--- src/rtl/cpu_bus_pkg.sv ---
// Shared types for the CPU-side load/store port and its Wishbone master.
package cpu_bus_pkg;

    typedef enum logic [1:0] {
        SIZE_BYTE   = 2'd0,
        SIZE_HALF   = 2'd1,
        SIZE_WORD   = 2'd2,
        SIZE_DOUBLE = 2'd3
    } access_size_t;

    typedef enum logic [1:0] {
        IDLE     = 2'd0,
        BUS      = 2'd1,
        RESPONSE = 2'd2
    } wishbone_state_t;

    function automatic logic [3:0] size_bytes(input access_size_t s);
        case (s)
            SIZE_BYTE: size_bytes = 4'd1;
            SIZE_HALF: size_bytes = 4'd2;
            SIZE_WORD: size_bytes = 4'd4;
            default:   size_bytes = 4'd8;
        endcase
    endfunction

endpackage

--- src/rtl/load_aligner.sv ---
// Shifts the returned bus word down to the accessed byte lane, truncates it to
// the access size and sign- or zero-extends it.
module load_aligner
    import cpu_bus_pkg::*;
#(
    parameter int unsigned DATA_WIDTH = 32,
    localparam int unsigned OFF_W = $clog2(DATA_WIDTH / 8)
) (
    input  logic [DATA_WIDTH-1:0] data_i,
    input  logic [OFF_W-1:0]      offset_i,
    input  access_size_t          size_i,
    input  logic                  unsigned_i,
    output logic [DATA_WIDTH-1:0] data_o
);

    logic [DATA_WIDTH-1:0] shifted;
    logic [DATA_WIDTH-1:0] mask;
    logic [DATA_WIDTH-1:0] top;
    logic [6:0]            nbits;
    logic                  sign;

    // top isolates the MSB of the accessed field so no variable bit index is needed
    always_comb begin
        shifted = data_i >> {offset_i, 3'b000};
        nbits   = {size_bytes(size_i), 3'b000};
        if (32'(nbits) >= DATA_WIDTH) begin
            mask = '1;
        end else begin
            mask = (DATA_WIDTH'(1) << nbits) - DATA_WIDTH'(1);
        end
        top    = mask & ~(mask >> 1);
        sign   = (|(shifted & top)) & ~unsigned_i;
        data_o = (shifted & mask) | (sign ? ~mask : '0);
    end

endmodule

--- src/rtl/wishbone_master.sv ---
// CPU load/store port to Wishbone classic master bridge (IDLE -> BUS -> RESPONSE).
// Optional bus watchdog enabled by defining WISHBONE_TIMEOUT_EN.
module wishbone_master
    import cpu_bus_pkg::*;
#(
    parameter int unsigned ADDRESS_WIDTH  = 32,
    parameter int unsigned DATA_WIDTH     = 32,
    parameter int unsigned TIMEOUT_CYCLES = 255,
    localparam int unsigned SEL_WIDTH     = DATA_WIDTH / 8
) (
    input  logic                     clock,
    input  logic                     reset,
    input  logic                     request,
    input  logic                     write_enable,
    input  access_size_t             size,
    input  logic                     unsigned_load,
    input  logic [ADDRESS_WIDTH-1:0] address,
    input  logic [DATA_WIDTH-1:0]    write_data,
    output logic [DATA_WIDTH-1:0]    read_data,
    output logic                     ready,
    output logic                     error,
    output logic                     busy,
    output logic                     wb_cyc_o,
    output logic                     wb_stb_o,
    output logic                     wb_we_o,
    output logic [ADDRESS_WIDTH-1:0] wb_adr_o,
    output logic [DATA_WIDTH-1:0]    wb_dat_o,
    output logic [SEL_WIDTH-1:0]     wb_sel_o,
    input  logic [DATA_WIDTH-1:0]    wb_dat_i,
    input  logic                     wb_ack_i,
    input  logic                     wb_err_i
);

    localparam int unsigned OFF_W = $clog2(SEL_WIDTH);

    if (DATA_WIDTH != 32 && DATA_WIDTH != 64) begin : g_bad_data_width
        $error("wishbone_master: DATA_WIDTH must be 32 or 64");
    end
    if (TIMEOUT_CYCLES == 0) begin : g_bad_timeout
        $error("wishbone_master: TIMEOUT_CYCLES must be at least 1");
    end

    wishbone_state_t          state_q, state_d;
    logic                     cyc_q, cyc_d;
    logic                     we_q, we_d;
    logic [SEL_WIDTH-1:0]     sel_q, sel_d;
    logic [ADDRESS_WIDTH-1:0] adr_q, adr_d;
    logic [DATA_WIDTH-1:0]    dat_q, dat_d;
    logic [DATA_WIDTH-1:0]    read_data_q, read_data_d;
    logic                     ready_q, ready_d;
    logic                     error_q, error_d;
    logic                     busy_q, busy_d;
    logic [OFF_W-1:0]         offset_q, offset_d;
    access_size_t             size_q, size_d;
    logic                     unsigned_q, unsigned_d;
`ifdef WISHBONE_TIMEOUT_EN
    localparam int unsigned CNT_W = $clog2(TIMEOUT_CYCLES + 1);
    logic [CNT_W-1:0]         cnt_q, cnt_d;
`endif

    logic [OFF_W-1:0]         req_offset;
    logic [31:0]              req_off32;
    logic                     misaligned_c;
    logic [DATA_WIDTH-1:0]    aligned_c;

    assign req_offset = address[OFF_W-1:0];
    assign req_off32  = 32'(req_offset);

    always_comb begin
        misaligned_c = 1'b0;
        case (size)
            SIZE_HALF:   misaligned_c = req_off32[0];
            SIZE_WORD:   misaligned_c = (req_off32[1:0] != 2'b00);
            SIZE_DOUBLE: misaligned_c = (DATA_WIDTH != 64) || (req_off32 != 32'd0);
            default:     misaligned_c = 1'b0;
        endcase
    end

    load_aligner #(
        .DATA_WIDTH (DATA_WIDTH)
    ) u_load_aligner (
        .data_i     (wb_dat_i),
        .offset_i   (offset_q),
        .size_i     (size_q),
        .unsigned_i (unsigned_q),
        .data_o     (aligned_c)
    );

    // Next-state and registered-output logic; ready/error/read_data are pulses by default
    always_comb begin
        state_d     = state_q;
        cyc_d       = cyc_q;
        we_d        = we_q;
        sel_d       = sel_q;
        adr_d       = adr_q;
        dat_d       = dat_q;
        read_data_d = '0;
        ready_d     = 1'b0;
        error_d     = 1'b0;
        busy_d      = busy_q;
        offset_d    = offset_q;
        size_d      = size_q;
        unsigned_d  = unsigned_q;
`ifdef WISHBONE_TIMEOUT_EN
        cnt_d       = cnt_q;
`endif
        case (state_q)
            IDLE: begin
                if (request) begin
                    busy_d     = 1'b1;
                    offset_d   = req_offset;
                    size_d     = size;
                    unsigned_d = unsigned_load;
                    if (misaligned_c) begin
                        state_d = RESPONSE;
                        ready_d = 1'b1;
                        error_d = 1'b1;
                    end else begin
                        state_d = BUS;
                        cyc_d   = 1'b1;
                        we_d    = write_enable;
                        adr_d   = {address[ADDRESS_WIDTH-1:OFF_W], {OFF_W{1'b0}}};
                        sel_d   = SEL_WIDTH'((16'd1 << size_bytes(size)) - 16'd1) << req_offset;
                        dat_d   = write_data << {req_offset, 3'b000};
`ifdef WISHBONE_TIMEOUT_EN
                        cnt_d   = '0;
`endif
                    end
                end
            end
            BUS: begin
                // err wins over a simultaneous ack
                if (wb_err_i || wb_ack_i) begin
                    state_d = RESPONSE;
                    cyc_d   = 1'b0;
                    we_d    = 1'b0;
                    ready_d = 1'b1;
                    error_d = wb_err_i;
                    if (!wb_err_i && !we_q) begin
                        read_data_d = aligned_c;
                    end
                end
`ifdef WISHBONE_TIMEOUT_EN
                else if (32'(cnt_q) == TIMEOUT_CYCLES - 1) begin
                    state_d = RESPONSE;
                    cyc_d   = 1'b0;
                    we_d    = 1'b0;
                    ready_d = 1'b1;
                    error_d = 1'b1;
                end else begin
                    cnt_d = cnt_q + CNT_W'(1);
                end
`endif
            end
            RESPONSE: begin
                state_d = IDLE;
                busy_d  = 1'b0;
            end
            default: begin
                state_d = IDLE;
                cyc_d   = 1'b0;
                busy_d  = 1'b0;
            end
        endcase
    end

    always_ff @(posedge clock) begin
        if (reset) begin
            state_q     <= IDLE;
            cyc_q       <= 1'b0;
            we_q        <= 1'b0;
            sel_q       <= '0;
            adr_q       <= '0;
            dat_q       <= '0;
            read_data_q <= '0;
            ready_q     <= 1'b0;
            error_q     <= 1'b0;
            busy_q      <= 1'b0;
            offset_q    <= '0;
            size_q      <= SIZE_BYTE;
            unsigned_q  <= 1'b0;
`ifdef WISHBONE_TIMEOUT_EN
            cnt_q       <= '0;
`endif
        end else begin
            state_q     <= state_d;
            cyc_q       <= cyc_d;
            we_q        <= we_d;
            sel_q       <= sel_d;
            adr_q       <= adr_d;
            dat_q       <= dat_d;
            read_data_q <= read_data_d;
            ready_q     <= ready_d;
            error_q     <= error_d;
            busy_q      <= busy_d;
            offset_q    <= offset_d;
            size_q      <= size_d;
            unsigned_q  <= unsigned_d;
`ifdef WISHBONE_TIMEOUT_EN
            cnt_q       <= cnt_d;
`endif
        end
    end

    assign wb_cyc_o  = cyc_q;
    assign wb_stb_o  = cyc_q;
    assign wb_we_o   = we_q;
    assign wb_sel_o  = sel_q;
    assign wb_adr_o  = adr_q;
    assign wb_dat_o  = dat_q;
    assign read_data = read_data_q;
    assign ready     = ready_q;
    assign error     = error_q;
    assign busy      = busy_q;

endmodule

--- config.mk ---
export PLATFORM = sky130hd
export DESIGN_NAME = wishbone_master
export DESIGN_NICKNAME = d
export VERILOG_FILES = /design/src/rtl/cpu_bus_pkg.sv /design/src/rtl/load_aligner.sv /design/src/rtl/wishbone_master.sv
export SDC_FILE = /design/constraint.sdc
export NUM_CORES = 1
export LEC_CHECK = 0
export CAP_MARGIN = 20
export CORE_ASPECT_RATIO = 0.5
export CORE_UTILIZATION = 45
export CTS_CLUSTER_DIAMETER = 40
export DETAILED_ROUTE_END_ITERATION = 10
export PLACE_DENSITY = 0.84
export SYNTH_ARGS = -nofsm -noshare
export SYNTH_HDL_FRONTEND = slang
export SYNTH_SLANG_ARGS = --single-unit
export TNS_END_PERCENT = 50
--- constraint.sdc ---
create_clock -name clock -period 5.8 [get_ports clock]
set_clock_uncertainty 0.2 [all_clocks]
set_input_delay 1.16 -clock clock [delete_from_list [all_inputs] [get_ports clock]]
set_output_delay 1.16 -clock clock [all_outputs]
set_load 0.05 [all_outputs]
# Yosys cells after proc, flatten, opt, wreduce, memory -nomap -nowiden
# Index checks and enable logic that the tools add are counted.
totals:
  regBits: 110
op_classes:
  add_sub_neg: 2
  n_reduce_logical: 17
  eq_ne: 10
  bitwise_logic: 13
  magnitude_cmp: 1
  shifts: 5
  muxes: 27
ops:
  columns: ["cell", "count"]
  rows:
  - ["32-bit AND", 3]
  - ["32-bit two-way mux", 2]
  - ["31-bit inverter with 32-bit output", 1]
  - ["32-bit inverter", 1]
  - ["32-bit OR", 1]
  - ["32-bit OR reduction", 1]
  - ["1-bit by 7-bit left shift with 32-bit output (first input constant)", 1]
  - ["32-bit by 5-bit left shift with 32-bit output", 1]
  - ["32-bit by 5-bit >> shifter with 32-bit output", 1]
  - ["32-bit by 2-bit subtractor with 32-bit output (second input constant)", 1]
  - ["4-bit one-hot mux with 3 select lines", 2]
  - ["4-bit two-way mux", 3]
  - ["1-bit two-way mux", 10]
  - ["2-bit equality test (second input constant)", 4]
  - ["1-bit one-hot mux with 2 select lines", 4]
  - ["4-bit AND reduction", 2]
  - ["7-bit by 6-bit greater-or-equal comparator with 1-bit output (second input constant)", 1]
  - ["2-bit by 1-bit equality test with 1-bit output (second input constant)", 3]
  - ["2-bit zero test", 3]
  - ["2-bit two-way mux", 3]
  - ["2-bit inequality test (second input constant)", 3]
  - ["1-bit inverter", 6]
  - ["1-bit one-hot mux with 3 select lines", 2]
  - ["2-bit AND reduction", 3]
  - ["other kinds (11)", 13]

# Longest topological paths before layout
# Gate-level depths: netlist (run 1).
depth:
  ltp_word: 12
  ltp_mapped: 8
  depth_no_buf: 4

# By module
# Synthesis (run 1) repeated with hierarchy kept, for this count alone.
unflattened:
  hier_cells: 606
  area_unflattened_um2: 5690.5
by_module_without_submodules:
  columns: ["module", "instances", "cells_each", "area_each_um2"]
  rows:
  - ["wishbone_master", 1, 488, 4823.4]
  - ["load_aligner", 1, 118, 867.1]

# Worst setup path before layout (run 1)
# OpenSTA, ideal clock, no wires.
synth_timing:
  kind: "input port to flip-flop"
  startpoint: "in reset"
  endpoint: "reg read_data_q[5] (netlist: read_data[5])"
  n_path_buf: 3
  slack_ns: 2.936
  arrival_ns: 2.585
  stages: 6
  setup_time_ns: 0.079
  path_cell_list: "buf_2 -> or4b_4 -> or3b_1 -> buf_2 -> buf_6 -> a211oi_2"
synth_between:
  elab_chain_cells: 1
synth_lines:
  columns: ["item", "line", "text"]
  rows:
  - ["start: declaration", "wishbone_master.sv:12", "input logic reset,"]
  - ["4-bit OR reduction (no line)", null, null]
  - ["end signal: assignment", "wishbone_master.sv:192", "read_data_q <= read_data_d;"]
  - ["end: declaration", "wishbone_master.sv:49", "logic [DATA_WIDTH-1:0] read_data_q, read_data_d;"]
# No other way between the ends.
# A chain may end at the register's enable or synchronous reset.

# Final worst setup path (run 1)
layout_timing:
  startpoint: "in address[0]"
  endpoint: "reg dat_q[26] (netlist: wb_dat_o[26])"
layout_between:
  elab_chain_cells: 4
layout_lines:
  columns: ["item", "line", "text"]
  rows:
  - ["start: declaration", "wishbone_master.sv:17", "input logic [ADDRESS_WIDTH-1:0] address,"]
  - ["2-bit nonzero test", "wishbone_master.sv:73", "SIZE_WORD: misaligned_c = (req_off32[1:0] != 2'b00);"]
  - ["1-bit one-hot mux with 3 select lines", "wishbone_master.sv:71", "case (size)"]
  - ["1-bit inverter (no line)", null, null]
  - ["3-bit AND reduction (no line)", null, null]
  - ["end signal: assignment", "wishbone_master.sv:191", "dat_q <= dat_d;"]
  - ["end: declaration", "wishbone_master.sv:48", "logic [DATA_WIDTH-1:0] dat_q, dat_d;"]
# Several ways; a longest one is shown, not always the timed one.

==> results of run 1 <==
[cell type report]
cell class	instances	area, um2	share of cell area
Timing Repair Buffer	215	2130	0.3006
Tap cell	140	175.2	0.02473
Clock inverter	2	35.03	0.004945
Clock buffer	12	236.5	0.03338
Multi-Input combinational cell	399	2298	0.3244
Inverter	2	7.507	0.001060
Sequential cell	110	2202	0.3108
[registers in the layout, indices dropped and copies added (netlist names)]
signal      flops
busy            1
error           1
offset_q        2
read_data      32
ready           1
size_q          2
state_q         2
unsigned_q      1
wb_adr_o       30
wb_cyc_o        1
wb_dat_o       32
wb_sel_o        4
wb_we_o         1
[cells by family after synthesis]
kind of cell / Yosys count / synth area share
compound gates: 146 / 0.1783
buf+inv: 55 / 0.05078
flops: 110 / 0.4655
mux: 45 / 0.1021
other cells: 1 / 0.0007927
simple gates: 206 / 0.2026
[placed cells by master, fill, tap and decap left out, types with 2 or more instances in the layout]
cell type	instances
mux2_2	16
clkdlybuf4s50_1	207
nor3_1	12
o21ai_0	21
conb_1	2
clkbuf_1	3
or3_1	9
dfxtp_1	110
nand3_1	9
nor2b_1	11
clkbuf_16	9
a21oi_1	86
nand3b_1	8
o211ai_1	8
inv_1	2
a211oi_1	24
nand2_1	120
mux2i_1	28
a211oi_2	2
nor2_1	27
buf_4	7
[through the flow]
stage	power, mW	setup WS, ns	instance area (um2)
final	1.773	2.213	7084
after global routing	1.835	1.986	7084
after CTS	1.784	2.262	7084
after detailed placement	1.199	1.898	6813
after global placement	1.193	2.030	6813
after floorplan	1.044	2.936	4735
[power breakdown]
part | total, mW | internal [mW] | switching, mW | leakage [nW]
clock network | 0.588 | 0.330 | 0.258 | 0.132
registers | 0.803 | 0.784 | 0.0195 | 0.893
logic | 0.382 | 0.162 | 0.220 | 1.54
[worst paths after layout]
check / slack (ns) / from / depth (start not counted) / to
max: 2.21 / address[0] / 6 / wb_dat_o[26]
max reg2reg: 3.18 / state_q[1] / 4 / wb_dat_o[26]
min reg2reg: 0.25 / wb_dat_o[24] / 2 / wb_dat_o[24]
min: 0.25 / wb_dat_o[24] / 2 / wb_dat_o[24]
[per-layer routing]
layer,global-route usage,part of all wire
met3,0.06380,0.053
met4,0.09507,0.023
met2,0.4329,0.49
met5,0,0
met1,0.2995,0.43
[worst min-delay path, cell delays in order, from the launching register on]
cell,delay [ns]
dfxtp_1,0.31
nand2_1,0.05
a21oi_1,0.05
==> results.py, run 1 <==
metrics = {
    "status": {
        "status": "completed",
    },
    "hold_path": {
        "hold_class": "reg -> reg",
    },
    "placement": {
        "place_congestion": 0.8319,
        "port_buffers": 208,
        "placedCellCount": 866,
        "hpwl_um": 9675,
    },
    "cells_and_area": {
        "final_core_util": 0.6935,
        "antenna-diode-count": 0,
        "area_growth_pct": 49.75,
        "instances_no_fill": 880,
        "n_fill_cell": 801,
        "nets": 842,
        "drive_above_1_share": 0.05946,
    },
    "timing": {
        "fin_crit_sh": 0.6184,
        "relSlewSlack": 0.2571,
        "rsz0062_at_grt": "no",
        "setup_viol": 0,
        "hold_viol_final": 0,
        "min_period_ns": 3.587,
        "slew_viol_final": 0,
        "worst_slew_pin_slew_ns": 1.107,
        "hold_slack_ns": 0.2546,
        "timing.setup.tns_ns": 0,
        "max_freq_mhz": 278.8,
    },
    "global_routing": {
        "grt_antenna_before_repair": 0,
        "gr-usage-all-layers": 0.2473,
        "overflow": 0,
        "grt_pass1_wl_um": 21230,
        "grt_pass1_vias": 4274,
        "grt_max_degree": 80,
    },
    "setup_path": {
        "path_buf_inv": 2,
        "arrival_ns": 3.65,
        "critPathSlowestCell": "and3_2",
        "endpoint_kind": "flip-flop",
        "crit_chain": "clkdlybuf4s50_1, buf_4, o21ai_0, and3_2, o211ai_1, a21oi_1",
        "worstSetupStartpointType": "input pin",
        "worstSetupPathType": "in -> reg",
        "cpPeakStageDelay_ns": 1.00,
        "cp_max_fo": 59,
        "critPathTopFamily": "simple AND/OR/NAND/NOR gates",
        "worstPathRequired_ns": 5.87,
    },
    "logic_synthesis": {
        "synth_edf_count": 0,
        "ys_top_cells_by_area": "dfxtp_1 (47%), nand2_1 (9.5%), a21oi_1 (9.1%)",
        "synthArstFlopShare": 0,
        "synth_cell_type_count": 37,
        "ys_warn_count": 0,
        "synth_top_area_cell": "dfxtp_1",
        "ys_ff_latch": 110,
        "synth_ff_type": "dfxtp_1",
        "mappedNetlistArea_um2": 4731,
        "synth_common_cells": "nand2_1 (120), dfxtp_1 (110), a21oi_1 (86)",
        "synth_top_cell_area_share": 0.4655,
        "ys_seq_area_frac": 0.4655,
        "syn_avg_cell_area_um2": 8.403,
        "post-synth-top-count-cell": "nand2_1",
        "synthCells": 563,
    },
    "clock_network": {
        "cts-htree-levels": 3,
        "cts.path.max_buffers": 2,
        "cts.sinks": 110,
        "cts_tree": "yes",
        "holdBufCountCts": 0,
        "cts_root_buffer": "clkbuf_16",
        "clk_latency_ns": 0.34,
        "clkTransAtPathRegs_ns": 0.07,
        "cts-resized-gates": 0,
        "cts_setup_buffers": 0,
        "numCtsBuffers": 9,
    },
    "floorplan": {
        "num_rows": 26,
        "dieHeight_um": 74.50,
        "die_w_um": 147,
        "num_io_pins": 211,
        "core_area_um2": 10210,
        "initial_core_util": 0.4631,
        "die_area_um2": 10950,
    },
    "flow_run": {
        "cap_violations": 0,
    },
    "pwr": {
        "peakVddDrop_v": 0.0001460,
        "power.leakage_nw": 2.563,
        "p_per_area_nw_per_um2": 250.3,
    },
    "detailed_routing": {
        "drt_wl_total_um": 13950,
        "ant_nets": 0,
        "dr.pass1.iters": 5,
        "avgViaCountPerCell": 5.293,
        "wire_per_inst_um": 15.85,
        "num_vias": 4658,
        "drtIter0Drc": 274,
        "drc": 0,
    },
}
(Power assumes the default switching activity.)
==> run 2: changes to the inputs <==
--- a/config.mk
+++ b/config.mk
@@ -7,10 +7,10 @@
 export LEC_CHECK = 0
 export CAP_MARGIN = 20
 export CORE_ASPECT_RATIO = 0.5
-export CORE_UTILIZATION = 45
+export CORE_UTILIZATION = 38
 export CTS_CLUSTER_DIAMETER = 40
 export DETAILED_ROUTE_END_ITERATION = 10
-export PLACE_DENSITY = 0.84
+export PLACE_DENSITY = 0.76
 export SYNTH_ARGS = -nofsm -noshare
 export SYNTH_HDL_FRONTEND = slang
 export SYNTH_SLANG_ARGS = --single-unit
==> constraint.sdc (replaced) <==
create_clock -name clock -period 3.24 [get_ports clock]
set_clock_uncertainty 0.2 [all_clocks]
set_input_delay 0.648 -clock clock [delete_from_list [all_inputs] [get_ports clock]]
set_output_delay 0.648 -clock clock [all_outputs]
set_load 0.05 [all_outputs]
==> results.py, run 2 (same netlist as run 1, synthesis figures left out) <==
metrics = {
    "setup_path": {
        "crit_chain": "clkdlybuf4s50_1, or4b_4, or3b_1, a211oi_1",
        "cpPeakStageDelay_ns": 0.66,
        "arrival_ns": 2.68,
        "worstPathRequired_ns": 3.29,
        "critPathSlowestCell": "or3b_1",
        "worstSetupStartpointType": "input pin",
        "worstSetupPathType": "in -> reg",
        "regToRegStartpoint": "offset_q[1]",
        "endpoint_kind": "flip-flop",
        "cp_max_fo": 16,
        "startpoint": "wb_err_i",
        "r2r_slack_ns": 0.87,
    },
    "cells_and_area": {
        "nets": 850,
        "drive_above_1_share": 0.07210,
        "area_growth_pct": 52.92,
        "final_common_cell": "clkdlybuf4s50_1",
        "antenna-diode-count": 0,
        "layout.cells.most_common_list": "clkdlybuf4s50_1 (207), nand2_1 (120), dfxtp_1 (110)",
        "design_area_um2": 7234,
        "n_fill_cell": 1058,
        "instances_no_fill": 914,
    },
    "clock_network": {
        "clk_latency_ns": 0.34,
        "cts-resized-gates": 0,
        "numCtsBuffers": 9,
        "cts_setup_buffers": 0,
        "cts.path.max_buffers": 2,
        "cts.sinks": 110,
        "cts_tree": "yes",
        "cts_root_buffer": "clkbuf_16",
        "holdBufCountCts": 0,
        "cts-htree-levels": 3,
        "clkTransAtPathRegs_ns": 0.07,
    },
    "detailed_routing": {
        "avgViaCountPerCell": 5.109,
        "num_vias": 4670,
        "dr.pass1.iters": 4,
        "drt_wl_total_um": 14410,
        "drtIter0Drc": 297,
        "ant_nets": 0,
        "wire_per_inst_um": 15.76,
        "drc": 0,
    },
    "timing": {
        "hold_viol_final": 0,
        "min_period_ns": 2.628,
        "hold_slack_ns": 0.2507,
        "relSlewSlack": 0.4401,
        "worst_slew_pin_slew_ns": 0.8398,
        "slew_viol_final": 0,
        "fin_crit_sh": 0.8111,
        "max_freq_mhz": 380.5,
        "setup_viol": 0,
        "timing.setup.tns_ns": 0,
        "rsz0062_at_grt": "no",
    },
    "placement": {
        "place_congestion": 0.8550,
        "dpl_cell_area_um2": 6922,
        "hpwl_um": 10040,
        "port_buffers": 208,
        "placedCellCount": 898,
    },
    "floorplan": {
        "initial_core_util": 0.3948,
        "dieHeight_um": 80.90,
        "die_area_um2": 12930,
        "core_area_um2": 11980,
        "num_rows": 28,
        "num_io_pins": 211,
        "die_w_um": 159.8,
    },
    "pwr": {
        "p_int_mw": 2.374,
        "p_total_mw": 3.291,
        "swShare": 0.2787,
        "power_frac_comb": 0.210,
        "power_frac_clock": 0.352,
        "power.leakage_nw": 2.626,
        "pwr-share-seq": 0.438,
        "power_switching_uw": 917.2,
        "peakVddDrop_v": 0.0002535,
        "p_per_area_nw_per_um2": 454.9,
    },
    "hold_path": {
        "hold_class": "reg -> reg",
        "min_from": "wb_dat_o[11]",
    },
    "global_routing": {
        "grt_antenna_before_repair": 0,
        "grt_pass1_wl_um": 22080,
        "grt_max_degree": 79,
        "gr-usage-all-layers": 0.2154,
        "grt_pass1_vias": 4242,
        "overflow": 0,
    },
    "status": {
        "status": "completed",
    },
    "flow_run": {
        "cap_violations": 0,
    },
}
run 2: changes by cell type in the layout (fill, tap and decap cells not counted), sizes merged:
cell      delta
clkbuf       -1
bufinv       +1
clkinvlp     +1
buf          +8
run 2: through the flow:
| stage | setup slack, ns | utilization |
|---|---|---|
| CTS | 0.6130 | 0.6032 |
| global route | 0.4999 | 0.6038 |
| floorplan | 0.8876 | - |
| detailed placement | 0.2359 | 0.5777 |
| global placement | 0.3226 | 0.5777 |
| finish | 0.6120 | 0.6038 |
run 2: final cells by class:
type / count / area [um2] / share of cell area
Timing Repair Buffer: 223 / 2215 / 0.3061
Inverter: 2 / 7.507 / 0.001038
Clock buffer: 11 / 232.7 / 0.03217
Tap cell: 165 / 206.4 / 0.02854
Clock inverter: 4 / 72.57 / 0.01003
Sequential cell: 110 / 2202 / 0.3044
Multi-Input combinational cell: 399 / 2298 / 0.3177
run 2: worst paths after layout:
path	to	cells after the start
worst max-delay path	read_data[0]	4
worst min-delay path	wb_dat_o[11]	2
worst max register to register	read_data[15]	4
worst min register to register	wb_dat_o[11]	2
run 2: power by group through the flow:
| stage | clock, mW | combinational [mW] | sequential, mW |
|---|---|---|---|
| 4_1_cts | 1.18 | 0.691 | 1.44 |
| 6_report | 1.16 | 0.692 | 1.44 |
| 2_1_floorplan | 0 | 0.253 | 1.61 |
| 3_5_place_dp | 0 | 0.687 | 1.47 |
| 3_3_place_gp | 0 | 0.682 | 1.47 |
| 5_1_grt | 1.23 | 0.734 | 1.45 |
run 2: worst max-delay path, delay by kind of cell:
kind	cells	cell delay [ns]
compound gates	1	0.28
simple gates	2	1.26
buf+inv	1	0.49
run 2: routing by layer:
metal | vias up | global-route usage | share of wire
met5 | - | 0 | 0
met4 | 0 | 0.06476 | 0.018
met3 | 20 | 0.05005 | 0.051
met2 | 126 | 0.3734 | 0.48
met1 | 2211 | 0.2707 | 0.45
li1 | 2313 | - | -
==> run 3: changes to the inputs <==
==> constraint.sdc (replaced) <==
create_clock -name clock -period 2.15 [get_ports clock]
set_clock_uncertainty 0.2 [all_clocks]
set_input_delay 0.43 -clock clock [delete_from_list [all_inputs] [get_ports clock]]
set_output_delay 0.43 -clock clock [all_outputs]
set_load 0.05 [all_outputs]
==> results.py, run 3 (same netlist as run 1, synthesis figures left out) <==
metrics = {
    "setup_path": {
        "crit_chain": "clkdlybuf4s50_1",
        "critPathSlowestCell": "clkdlybuf4s50_1",
        "arrival_ns": 1.49,
        "endpoint_kind": "output port",
        "critPathTopFamily": "buffers and inverters",
        "cp_num_cells": 1,
        "cp_max_fo": 2,
        "worstSetupPathType": "reg -> out",
        "reg2reg_depth": 4,
        "worstSetupStartpointType": "flip-flop",
        "worstPathRequired_ns": 1.52,
        "path_buf_inv": 1,
        "cpPeakStageDelay_ns": 0.80,
    },
    "clock_network": {
        "cts-htree-levels": 3,
        "cts_root_buffer": "clkbuf_16",
        "cts_tree": "yes",
        "cts.sinks": 110,
        "cts_setup_buffers": 0,
        "cts.path.max_buffers": 2,
        "clkTransAtPathRegs_ns": 0.07,
        "holdBufCountCts": 0,
        "clk_latency_ns": 0.35,
        "numCtsBuffers": 9,
    },
    "timing": {
        "setup_viol": 0,
        "hold_viol_final": 0,
        "rsz0062_at_grt": "no",
        "slew_viol_final": 0,
        "worst_slew_pin_slew_ns": 0.8130,
        "min_period_ns": 2.123,
        "max_freq_mhz": 471.1,
        "setup_ws_ns": 0.02742,
        "relSlewSlack": 0.4580,
        "hold_slack_ns": 0.2523,
        "fin_crit_sh": 0.9872,
    },
    "detailed_routing": {
        "wire_per_inst_um": 15.06,
        "ant_nets": 0,
        "dr.pass1.iters": 5,
        "drc": 0,
        "avgViaCountPerCell": 5.011,
        "drt_wl_total_um": 14260,
        "drtIter0Drc": 214,
        "num_vias": 4745,
    },
    "hold_path": {
        "min_path_cells": 2,
        "hold_class": "reg -> reg",
    },
    "global_routing": {
        "grt_antenna_before_repair": 0,
        "overflow": 0,
        "grt_pass1_vias": 4321,
        "gr-usage-all-layers": 0.2153,
        "grt_max_degree": 79,
        "grt_pass1_wl_um": 22190,
    },
    "floorplan": {
        "initial_core_util": 0.3948,
        "die_w_um": 159.8,
        "num_io_pins": 211,
        "core_area_um2": 11980,
        "dieHeight_um": 80.90,
        "num_rows": 28,
        "die_area_um2": 12930,
    },
    "pwr": {
        "peakVddDrop_v": 0.0003546,
        "power.leakage_nw": 3.396,
        "p_per_area_nw_per_um2": 667.3,
        "p_total_mw": 5.028,
    },
    "cells_and_area": {
        "n_fill_cell": 950,
        "drive_above_1_share": 0.1675,
        "layout.cells.most_common_list": "clkdlybuf4s50_1 (139), nand2_1 (120), dfxtp_1 (109)",
        "instances_no_fill": 947,
        "final_common_cell": "clkdlybuf4s50_1",
        "design_area_um2": 7535,
        "area_growth_pct": 59.27,
        "antenna-diode-count": 0,
        "nets": 883,
    },
    "placement": {
        "dpl_cell_area_um2": 7108,
        "dp_slack_ns": -0.3606,
        "placedCellCount": 932,
        "hpwl_um": 10270,
        "place_congestion": 0.8234,
        "port_buffers": 208,
    },
    "status": {
        "status": "completed",
    },
    "flow_run": {
        "cap_violations": 0,
    },
}
[run 3: cell types whose count changed in the layout (fill, tap and decap cells not counted), moves of 2 or more]
cell and change:
dlymetal6s2s_1 +29, o21ai_0 -2, buf_4 +67, o21ai_1 +2, a211oi_2 +3, a211oi_1 -3
clkdlybuf4s50_1 -68, buf_6 +2, buf_12 +2
[run 3: timing repair]
| item | CTS | global route |
|---|---|---|
| endpoints found under the hold margin | 0 | 0 |
| endpoints found under the setup margin | 2 | 47 |
| gates resized for setup | 3 | 37 |
[run 3: cell type report]
cell class	count	area (um2)	area share
Timing Repair Buffer	256	2471	0.3280
Multi-Input combinational cell	399	2331	0.3094
Sequential cell	110	2203	0.2924
Clock buffer	12	246.5	0.03271
Tap cell	165	206.4	0.02740
Clock inverter	3	68.82	0.009133
Inverter	2	7.507	0.0009963
[run 3: final timing paths]
kind,end,slack [ns],startpoint
worst max-delay path,wb_adr_o[7],0.03,wb_adr_o[7]
worst min-delay path,wb_adr_o[26],0.25,wb_adr_o[26]
worst max register to register,read_data[3],0.24,wb_we_o
worst min register to register,wb_adr_o[26],0.25,wb_adr_o[26]
[run 3: metal layers]
| metal | GRT usage | wire length [um] | vias up |
|---|---|---|---|
| li1 | - | - | 2366 |
| met1 | 0.2750 | 6258 | 2210 |
| met2 | 0.3668 | 6966 | 141 |
| met3 | 0.04801 | 732 | 28 |
| met4 | 0.06952 | 303 | 0 |
| met5 | 0 | 0 | - |
[run 3: where the power goes]
part / switching (mW) / internal, mW / leakage [nW] / total (mW)
clock: 0.721 / 1.05 / 0.153 / 1.77
combinational: 0.610 / 0.481 / 2.35 / 1.09
sequential: 0.0511 / 2.11 / 0.894 / 2.17
[run 3: through the flow]
stage / TNS, ns / util
after floorplan: 0 / -
after global placement: -14.67 / 0.5933
after detailed placement: -19.12 / 0.5933
after CTS: 0 / 0.6195
after global routing: 0 / 0.6289
final: 0 / 0.6289
